`src/rtl/mlaccel_pkg.sv`:
```
// mlaccel_pkg
// Shared definitions for the mlaccel memory arbiter:
//   - memory interface widths (address, write data, byte enables)
//   - host request FSM state encoding
package mlaccel_pkg;

    localparam int ADDR_W  = 16;
    localparam int WDATA_W = 16;
    localparam int WEN_W   = 2;

    typedef enum logic {
        ST_IDLE = 1'b0,
        ST_PEND = 1'b1
    } host_state_t;

endpackage : mlaccel_pkg

```
`src/rtl/mlaccel_memarb_tagpipe.sv`:
```
// mlaccel_memarb_tagpipe
// DEPTH-deep 1-bit shift register that marks which memory read slots belong
// to the host. Shifts every cycle; the whole pipe clears asynchronously.
// Ports:
//   clock     in   clock, posedge
//   resetn    in   asynchronous active-low clear
//   shift_in  in   bit entering stage 0
//   tags      out  all stages; tags[DEPTH-1] is the oldest
module mlaccel_memarb_tagpipe #(
    parameter int DEPTH = 2
) (
    input  logic             clock,
    input  logic             resetn,
    input  logic             shift_in,
    output logic [DEPTH-1:0] tags
);

    generate
        if (DEPTH == 1) begin : g_single
            always_ff @(posedge clock or negedge resetn) begin
                if (!resetn) tags <= '0;
                else         tags <= shift_in;
            end
        end else begin : g_multi
            always_ff @(posedge clock or negedge resetn) begin
                if (!resetn) tags <= '0;
                else         tags <= {tags[DEPTH-2:0], shift_in};
            end
        end
    endgenerate

endmodule : mlaccel_memarb_tagpipe

```
`src/rtl/mlaccel_memarb.sv`:
```
// mlaccel_memarb
// Shares the single main-memory port between the compute pipeline (fixed
// timing, always wins, zero-latency pass-through) and a host requester
// (valid/ready). A blocked host request waits in a one-entry holding register
// and issues in the first cycle compute leaves the port idle. Host read data
// is picked out of the memory return stream by a latency-matched tag pipe.
// Ports:
//   clock, resetn                     clock and async active-low reset
//   comp_ren/wen/addr/wdata           compute request (combinational to mem_*)
//   comp_rdata                        memory read data, unregistered
//   host_valid/ready/write/wstrb/addr/wdata   host request handshake
//   host_rvalid/host_rdata            host read return (one-cycle pulse)
//   mem_ren/wen/addr/wdata/rdata      memory macro port
//   busy                              host request pending or host read in flight
//   host_max_wait                     longest host wait seen, saturating
module mlaccel_memarb
    import mlaccel_pkg::*;
#(
    parameter int RD_LATENCY = 2,
    parameter int RDW        = 64,
    parameter int WAIT_W     = 16
) (
    input  logic               clock,
    input  logic               resetn,
    input  logic               comp_ren,
    input  logic [WEN_W-1:0]   comp_wen,
    input  logic [ADDR_W-1:0]  comp_addr,
    input  logic [WDATA_W-1:0] comp_wdata,
    output logic [RDW-1:0]     comp_rdata,
    input  logic               host_valid,
    output logic               host_ready,
    input  logic               host_write,
    input  logic [WEN_W-1:0]   host_wstrb,
    input  logic [ADDR_W-1:0]  host_addr,
    input  logic [WDATA_W-1:0] host_wdata,
    output logic               host_rvalid,
    output logic [RDW-1:0]     host_rdata,
    output logic               mem_ren,
    output logic [WEN_W-1:0]   mem_wen,
    output logic [ADDR_W-1:0]  mem_addr,
    output logic [WDATA_W-1:0] mem_wdata,
    input  logic [RDW-1:0]     mem_rdata,
    output logic               busy,
    output logic [WAIT_W-1:0]  host_max_wait
);

    function automatic logic [WAIT_W-1:0] sat_inc(input logic [WAIT_W-1:0] v);
        return (&v) ? v : v + 1'b1;
    endfunction

    host_state_t          state, state_nxt;
    logic                 comp_active;
    logic                 capture;
    logic                 issue_host;
    logic                 iss_write;
    logic [WEN_W-1:0]     iss_wstrb;
    logic [ADDR_W-1:0]    iss_addr;
    logic [WDATA_W-1:0]   iss_wdata;
    logic                 hold_write;
    logic [WEN_W-1:0]     hold_wstrb;
    logic [ADDR_W-1:0]    hold_addr;
    logic [WDATA_W-1:0]   hold_wdata;
    logic [WAIT_W-1:0]    wait_cnt;
    logic [ADDR_W-1:0]    last_addr;
    logic [WDATA_W-1:0]   last_wdata;
    logic                 port_used;
    logic                 ren_int;
    logic [WEN_W-1:0]     wen_int;
    logic                 host_rd_issue;
    logic [RD_LATENCY-1:0] tags;

    assign comp_active = comp_ren || (|comp_wen);

    always_ff @(posedge clock or negedge resetn) begin
        if (!resetn) state <= ST_IDLE;
        else         state <= state_nxt;
    end

    always_comb begin
        state_nxt  = state;
        capture    = 1'b0;
        issue_host = 1'b0;
        host_ready = 1'b0;
        iss_write  = hold_write;
        iss_wstrb  = hold_wstrb;
        iss_addr   = hold_addr;
        iss_wdata  = hold_wdata;
        case (state)
            ST_IDLE: begin
                host_ready = 1'b1;
                if (host_valid) begin
                    capture = 1'b1;
                    if (!comp_active) begin
                        // Port is free this cycle: issue straight from the inputs.
                        issue_host = 1'b1;
                        iss_write  = host_write;
                        iss_wstrb  = host_wstrb;
                        iss_addr   = host_addr;
                        iss_wdata  = host_wdata;
                    end else begin
                        state_nxt = ST_PEND;
                    end
                end
            end
            ST_PEND: begin
                if (!comp_active) begin
                    issue_host = 1'b1;
                    state_nxt  = ST_IDLE;
                end
            end
            default: state_nxt = ST_IDLE;
        endcase
    end

    // Memory port mux: compute first, then host, otherwise hold address/data.
    always_comb begin
        ren_int   = 1'b0;
        wen_int   = '0;
        mem_addr  = last_addr;
        mem_wdata = last_wdata;
        port_used = 1'b0;
        if (comp_active) begin
            ren_int   = comp_ren;
            wen_int   = comp_wen;
            mem_addr  = comp_addr;
            mem_wdata = comp_wdata;
            port_used = 1'b1;
        end else if (issue_host) begin
            ren_int   = !iss_write;
            wen_int   = iss_write ? iss_wstrb : '0;
            mem_addr  = iss_addr;
            mem_wdata = iss_wdata;
            port_used = 1'b1;
        end
    end

    // Enables are forced low while reset is held, even if compute is requesting.
    assign mem_ren = resetn && ren_int;
    assign mem_wen = resetn ? wen_int : '0;

    assign host_rd_issue = resetn && issue_host && !iss_write && !comp_active;

    always_ff @(posedge clock or negedge resetn) begin
        if (!resetn) begin
            hold_write    <= 1'b0;
            hold_wstrb    <= '0;
            hold_addr     <= '0;
            hold_wdata    <= '0;
            wait_cnt      <= '0;
            host_max_wait <= '0;
            last_addr     <= '0;
            last_wdata    <= '0;
        end else begin
            if (capture) begin
                hold_write <= host_write;
                hold_wstrb <= host_wstrb;
                hold_addr  <= host_addr;
                hold_wdata <= host_wdata;
            end
            // The capture cycle itself is the first blocked cycle, so a request
            // held off by N compute cycles records N.
            if (state == ST_IDLE && host_valid && comp_active) begin
                wait_cnt <= WAIT_W'(1);
            end else if (state == ST_PEND) begin
                if (comp_active) begin
                    wait_cnt <= sat_inc(wait_cnt);
                end else begin
                    wait_cnt <= '0;
                    if (wait_cnt > host_max_wait) host_max_wait <= wait_cnt;
                end
            end
            if (port_used) begin
                last_addr  <= mem_addr;
                last_wdata <= mem_wdata;
            end
        end
    end

    mlaccel_memarb_tagpipe #(
        .DEPTH(RD_LATENCY)
    ) u_tagpipe (
        .clock    (clock),
        .resetn   (resetn),
        .shift_in (host_rd_issue),
        .tags     (tags)
    );

    assign comp_rdata  = mem_rdata;
    assign host_rvalid = tags[RD_LATENCY-1];
    assign host_rdata  = host_rvalid ? mem_rdata : '0;
    assign busy        = (state == ST_PEND) || (|tags);

endmodule : mlaccel_memarb
```
`config.mk`:
```
export PLATFORM = sky130hd
export DESIGN_NAME = mlaccel_memarb
export DESIGN_NICKNAME = d
export VERILOG_FILES = /design/src/rtl/mlaccel_pkg.sv /design/src/rtl/mlaccel_memarb_tagpipe.sv /design/src/rtl/mlaccel_memarb.sv
export SDC_FILE = /design/constraint.sdc
export NUM_CORES = 1
export LEC_CHECK = 0
export CAP_MARGIN = 20
export CORE_MARGIN = 4
export CORE_UTILIZATION = 43
export DETAILED_ROUTE_END_ITERATION = 8
export HOLD_SLACK_MARGIN = 0.06
export PLACE_DENSITY = 0.87
export SYNTH_ARGS = -nofsm -noshare
export SYNTH_HDL_FRONTEND = slang
export SYNTH_SLANG_ARGS = --single-unit
```
`constraint.sdc`:
```
create_clock -name clock -period 4.5 [get_ports clock]
set_input_delay 0.9 -clock clock [delete_from_list [all_inputs] [get_ports clock]]
set_output_delay 0.9 -clock clock [all_outputs]
set_load 0.05 [all_outputs]
```
======== Yosys cells after proc, flatten, opt, wreduce, memory -nomap -nowiden ========
Index checks and enable logic that the tools add are counted.
cells by class
  add/subtract/negate cells ............... 1
  magnitude comparators ................... 1
  eq/ne operators ......................... 1
  muxes and demuxes ....................... 35
  bitwise logic cells ..................... 3
  reductions and logical operators ........ 16
operators by type and width
  operator                                        count
  two-way mux 16 bit                              12
  two-way mux 64 bit                              1
  adder 16 x 1 -> 16 bit (second input constant)  1
  greater-than comparator 16 bit                  1
  AND reduction 16 bit                            1
  two-way mux 1 bit                               14
  two-way mux 2 bit                               6
  logical AND 1 bit                               6
  one-hot mux 1 bit (2 select lines)              2
  AND reduction 4 bit                             1
  OR reduction 2 bit                              2
  != test 3 bit (second input constant)           1
  inverter 1 bit                                  3
  logical NOT 1 bit                               2
  logical OR 1 bit                                2
  AND reduction 2 bit                             1
  nonzero test 2 bit                              1
word-level totals
  register bits after elaboration ......... 102
  bits of input ports ..................... 137
  output and inout bits ................... 182
  logic and storage cells ................. 67

======== Logic depth before layout (Yosys ltp) ========
  word-level depth ........................ 9
  mapped depth ............................ 8
  depth with buffers taken out ............ 7

======== Hierarchy ========
Synthesis repeated with hierarchy kept, for this count alone.
second synthesis, totals
  cells, all modules ...................... 604
  area total of the unflattened synthesis .. 6037.0 um^2
by module, submodules not included
  module                  times used  cells an instance  area an instance (um^2)  sequential area each (um^2)
  mlaccel_memarb          1           602                5987.0                   2502.4
  mlaccel_memarb_tagpipe  1           2                  50.0                     50.0

======== Least setup slack after synthesis ========
OpenSTA, ideal clock, no wires.
  kind .................................... input to output
  from .................................... input port host_valid
  to ...................................... output port mem_addr[12]
  data arrival time ....................... 2.862 ns
  required time ........................... 3.600 ns
  slack ................................... 0.738 ns
  stages on the path ...................... 6
  path buffers ............................ 2
  cells stage by stage .................... nor2b_1 clkbuf_1 clkbuf_1 mux2_2 mux2i_1 o21ai_0
between the ends
  cells in the longest elaborated chain, start to end .. 4
  elaborated cells between the ends (all ways) .. 6
  those cells by class .................... 6 x mux
ends and longest elaborated chain
  what                                                                             line                   source
  start: declaration                                                               mlaccel_memarb.sv:30   input logic host_valid,
  two-way mux 1 bit / two-way mux 16 bit (equally long branches)                   mlaccel_memarb.sv:91   if (host_valid) begin
  one-hot mux 1 bit (2 select lines) / two-way mux 16 bit (equally long branches)  mlaccel_memarb.sv:88   case (state)
  two-way mux 16 bit (*)                                                           mlaccel_memarb.sv:128  end else if (issue_host) begin
  two-way mux 16 bit (*)                                                           mlaccel_memarb.sv:122  if (comp_active) begin
  end: declaration                                                                 mlaccel_memarb.sv:40   output logic [ADDR_W-1:0] mem_addr,
Every way passes the cells marked *; elsewhere a longest branch is shown, timed or not.

======== Worst setup path in the final report ========
  from .................................... input port comp_wen[0]
  to ...................................... output port mem_wdata[5]
between the ends
  cells in the longest elaborated chain, start to end .. 7
ends and longest elaborated chain
  what                                line                                         source
  start: declaration                  mlaccel_memarb.sv:26                         input logic [WEN_W-1:0] comp_wen,
  OR reduction 2 bit (*)              mlaccel_memarb.sv:72                         assign comp_active = comp_ren || (|comp_wen);
  logical OR 1 bit (*)                mlaccel_memarb.sv:72
  two-way mux 1 bit                   mlaccel_memarb.sv:93, mlaccel_memarb.sv:106
  two-way mux 1 bit                   mlaccel_memarb.sv:91
  one-hot mux 1 bit (2 select lines)  mlaccel_memarb.sv:88
  two-way mux 16 bit                  mlaccel_memarb.sv:128
  two-way mux 16 bit (*)              mlaccel_memarb.sv:122
  end: declaration                    mlaccel_memarb.sv:41                         output logic [WDATA_W-1:0] mem_wdata,
Marks and branches as above.

==> flow_metrics.env <==
export IMPL_status="complete, no violations"
export IMPL_dpl_hpwl_mm=17.69
export IMPL_slew_headroom_pct=40.84
export IMPL_yosysWarnings=0
export IMPL_fin_crit_ps=3912
export IMPL_cellLeakagePower_nw=4.004
export IMPL_drtAntennaViolNets=0
export IMPL_io_buffers=318
export IMPL_synth_cell_type_count=45
export IMPL_p_per_area_nw_per_um2=327.0
export IMPL_tritoncts="done"
export IMPL_hp_class="reg2reg"
export IMPL_synth_edff_count=0
export IMPL_dieArea_um2=15890
export IMPL_post_drt_wl_per_cell_um=20.48
export IMPL_rsz0062_at_grt="no"
export IMPL_fillers=1047
export IMPL_cts_root_buf="clkbuf_16"
export IMPL_syn_to_final_growth_pct=51.85
export IMPL_fin_tns_setup_ps=0
export IMPL_place_congestion=0.9265
export IMPL_row_count=42
export IMPL_die_w_um=126.0
export IMPL_clock_fmax_mhz=255.6
export IMPL_h_tree_depth=3
export IMPL_rr_endpoint="host_max_wait[2]"
export IMPL_cp_required_ps=3600
export IMPL_grt_pass1_wl_mm=31.15
export IMPL_clock_latency_ps=330
export IMPL_hold_ws_ps=372.6
export IMPL_synth_nets=760
export IMPL_place_ws_ps=628.1
export IMPL_fin_crit_sh_pct=86.93
export IMPL_cts_buffers=9
export IMPL_die_y_um=126.0
export IMPL_worst_pin_slew_ps=887.4
export IMPL_nets=1004
export IMPL_synth_seq_cells=102
export IMPL_p_total_mw=2.975
export IMPL_synthCells=606
export IMPL_setup_viol=0
export IMPL_final_max_slew_viol_count=0
export IMPL_vias=5250
export IMPL_initial_core_util_pct=44.54
export IMPL_ctsHoldBuffers=0
export IMPL_cp_end_kind="output pin"
export IMPL_crit_type="in2out"
export IMPL_async_flop_share_pct=100.0
export IMPL_rr_worst_depth=6
export IMPL_grt_max_degree=72
export IMPL_maxCapViolations=0
export IMPL_antenna_found_initial=4
export IMPL_ys_flop_type="dfrtp_1"
export IMPL_first_iter_violations=270
export IMPL_synth_seq_area_share_pct=42.60
export IMPL_synthesis_area_um2=5992
export IMPL_cts_sinks=102
export IMPL_cp_max_fo=63
export IMPL_finalInstanceArea_um2=9099
export IMPL_io_pins=319
export IMPL_dpl_cell_area_um2=8836
export IMPL_drt_total_wl_mm=21.11
export IMPL_viasPerCell=5.092
export IMPL_fp_coreArea_um2=13450
export IMPL_finalClockSkew_ps=7.802
export IMPL_min_to="u_tagpipe.tags[1]"
export IMPL_start_kind="primary input"
export IMPL_clk_path_buf_depth=2
export IMPL_firstDrtPassIters=4
export IMPL_route_detailed_drc=0
export IMPL_gr_usage_all_layers_pct=25.63
export IMPL_drive_gt1_share_pct=13.50
export IMPL_overflow=0
export IMPL_hold_viol=0
export IMPL_setup_slack_ps=588.0
export IMPL_post_cts_buffers=0
export IMPL_hold_depth=0
export IMPL_cp_data_arrival_time_ps=3010
export IMPL_rrSetupSlack_ps=1640
export IMPL_hp_start="u_tagpipe.tags[0]"
export IMPL_regArea_um2=2552
export IMPL_multi_input_area_um2=2733
export IMPL_synth_avg_cell_area_um2=9.888
export IMPL_regToRegStartpoint="wait_cnt[13]"
export IMPL_clk_pin_slew_ps=60
export IMPL_cts_resized=0
export IMPL_ir_drop_mv=0.2352
export IMPL_grt_pass1_vias=5139
[worst max-delay path, stage by stage]
cell	delay [ps]
clkdlybuf4s50_1	480
or3_2	670
buf_4	350
o21ai_0	400
buf_12	190
[per-stage QoR]
stage          cells  utilization, %
6_report        1031           67.63
5_1_grt         1031           67.63
4_1_cts         1028           67.58
3_5_place_dp    1015           65.68
3_3_place_gp    1015           65.68
2_1_floorplan    606               -
[final cells by class]
cell class | instances | share of cell area (%)
clock buffers | 12 | 2.709
clock inverters | 1 | 0.09626
inverters | 20 | 0.8251
diodes | 3 | 0.08251
flip-flops and latches | 102 | 28.05
repair buffers | 328 | 35.78
well taps | 176 | 2.420
multi-input cells | 389 | 30.03
[cells by family after synthesis]
group | share of synthesized area [%]
AND/OR/NAND/NOR | 15.03
buffers and inverters | 11.94
XOR/XNOR | 0.5846
adder cells (fa/ha/maj) | 3.550
flip-flops | 42.60
multiplexers | 15.24
AO/OA/AOI/OAI | 11.05
[cells in the final DEF (no fill, tap or decap), types with 2 or more instances in the layout]
cell type and instances:
or3_1 2, o21ai_0 68, and3_1 2, o21a_1 3
mux2i_1 35, nor4_1 4, mux2_2 50, a41oi_1 2
buf_12 7, o311ai_0 3, clkbuf_1 2, inv_1 19
a21o_1 2, ha_1 17, diode_2 3, and2_1 66
o31ai_1 3, nor2_1 11, buf_4 39, nand2_1 53
dfrtp_1 102, o2111ai_1 4, nor2b_1 2, a21oi_1 9
xor2_1 4, nand2_2 2, a31oi_1 7, nor3_1 4
clkdlybuf4s50_1 282, nand3_1 12, clkbuf_16 9, o22ai_1 4
nand2b_1 4, nand4_1 3
[sequential cells by signal, indices dropped and copies added, names as in the netlist]
signal,cells
hold_addr,16
hold_wdata,16
state,1
hold_write,1
last_addr,16
host_max_wait,16
wait_cnt,16
hold_wstrb,2
u_tagpipe.tags,2
last_wdata,16
[worst max path at each step]
stage	cells past startpoint	end	slack [ps]	startpoint
floorplan	6	mem_addr[12]	740	host_valid
global placement	5	mem_addr[1]	670	comp_wen[0]
detailed placement	6	mem_addr[8]	630	host_valid
CTS	5	mem_wdata[5]	610	comp_wen[0]
global route	5	mem_wdata[8]	510	comp_wen[0]
finish	5	mem_wdata[5]	590	comp_wen[0]
[layer usage]
| metal | routed length (um) | up-vias | global-route usage (%) |
|---|---|---|---|
| met4 | 689 | 2 | 9.338 |
| met5 | 13 | - | 0 |
| met3 | 1906 | 23 | 8.383 |
| met2 | 10240 | 251 | 41.94 |
| met1 | 8260 | 2455 | 31.73 |
| li1 | - | 2519 | - |
[Yosys cell counts (all sizes together) (2+ instances only)]
cell	number	area [um^2]
dfrtp	102	2552
buf	73	538.0
o21ai	69	345.3
and2	66	412.9
nand2	55	211.5
mux2	50	563.0
mux2i	35	350.3
clkbuf	22	102.6
inv	19	71.32
ha	17	212.7
nand3	12	60.06
nor2	12	52.55
a21oi	9	45.04
a31oi	8	65.06
nand2b	4	25.02
nor3	4	20.02
nor4	4	25.02
o2111ai	4	35.03
o22ai	4	25.02
xor2	4	35.03
nand4	3	18.77
nor2b	3	18.77
o21a	3	22.52
o311ai	3	26.28
o31ai	3	22.52
or3	3	18.77
a21o	2	15.01
a41oi	2	17.52
and3	2	12.51
or4	2	18.77
[power by group]
| group | internal [mW] | switching [mW] |
|---|---|---|
| sequential | 1.06 | 0.0810 |
| clock | 0.382 | 0.309 |
| combinational | 0.471 | 0.671 |
Note: power is estimated with default switching activity, not from simulation.
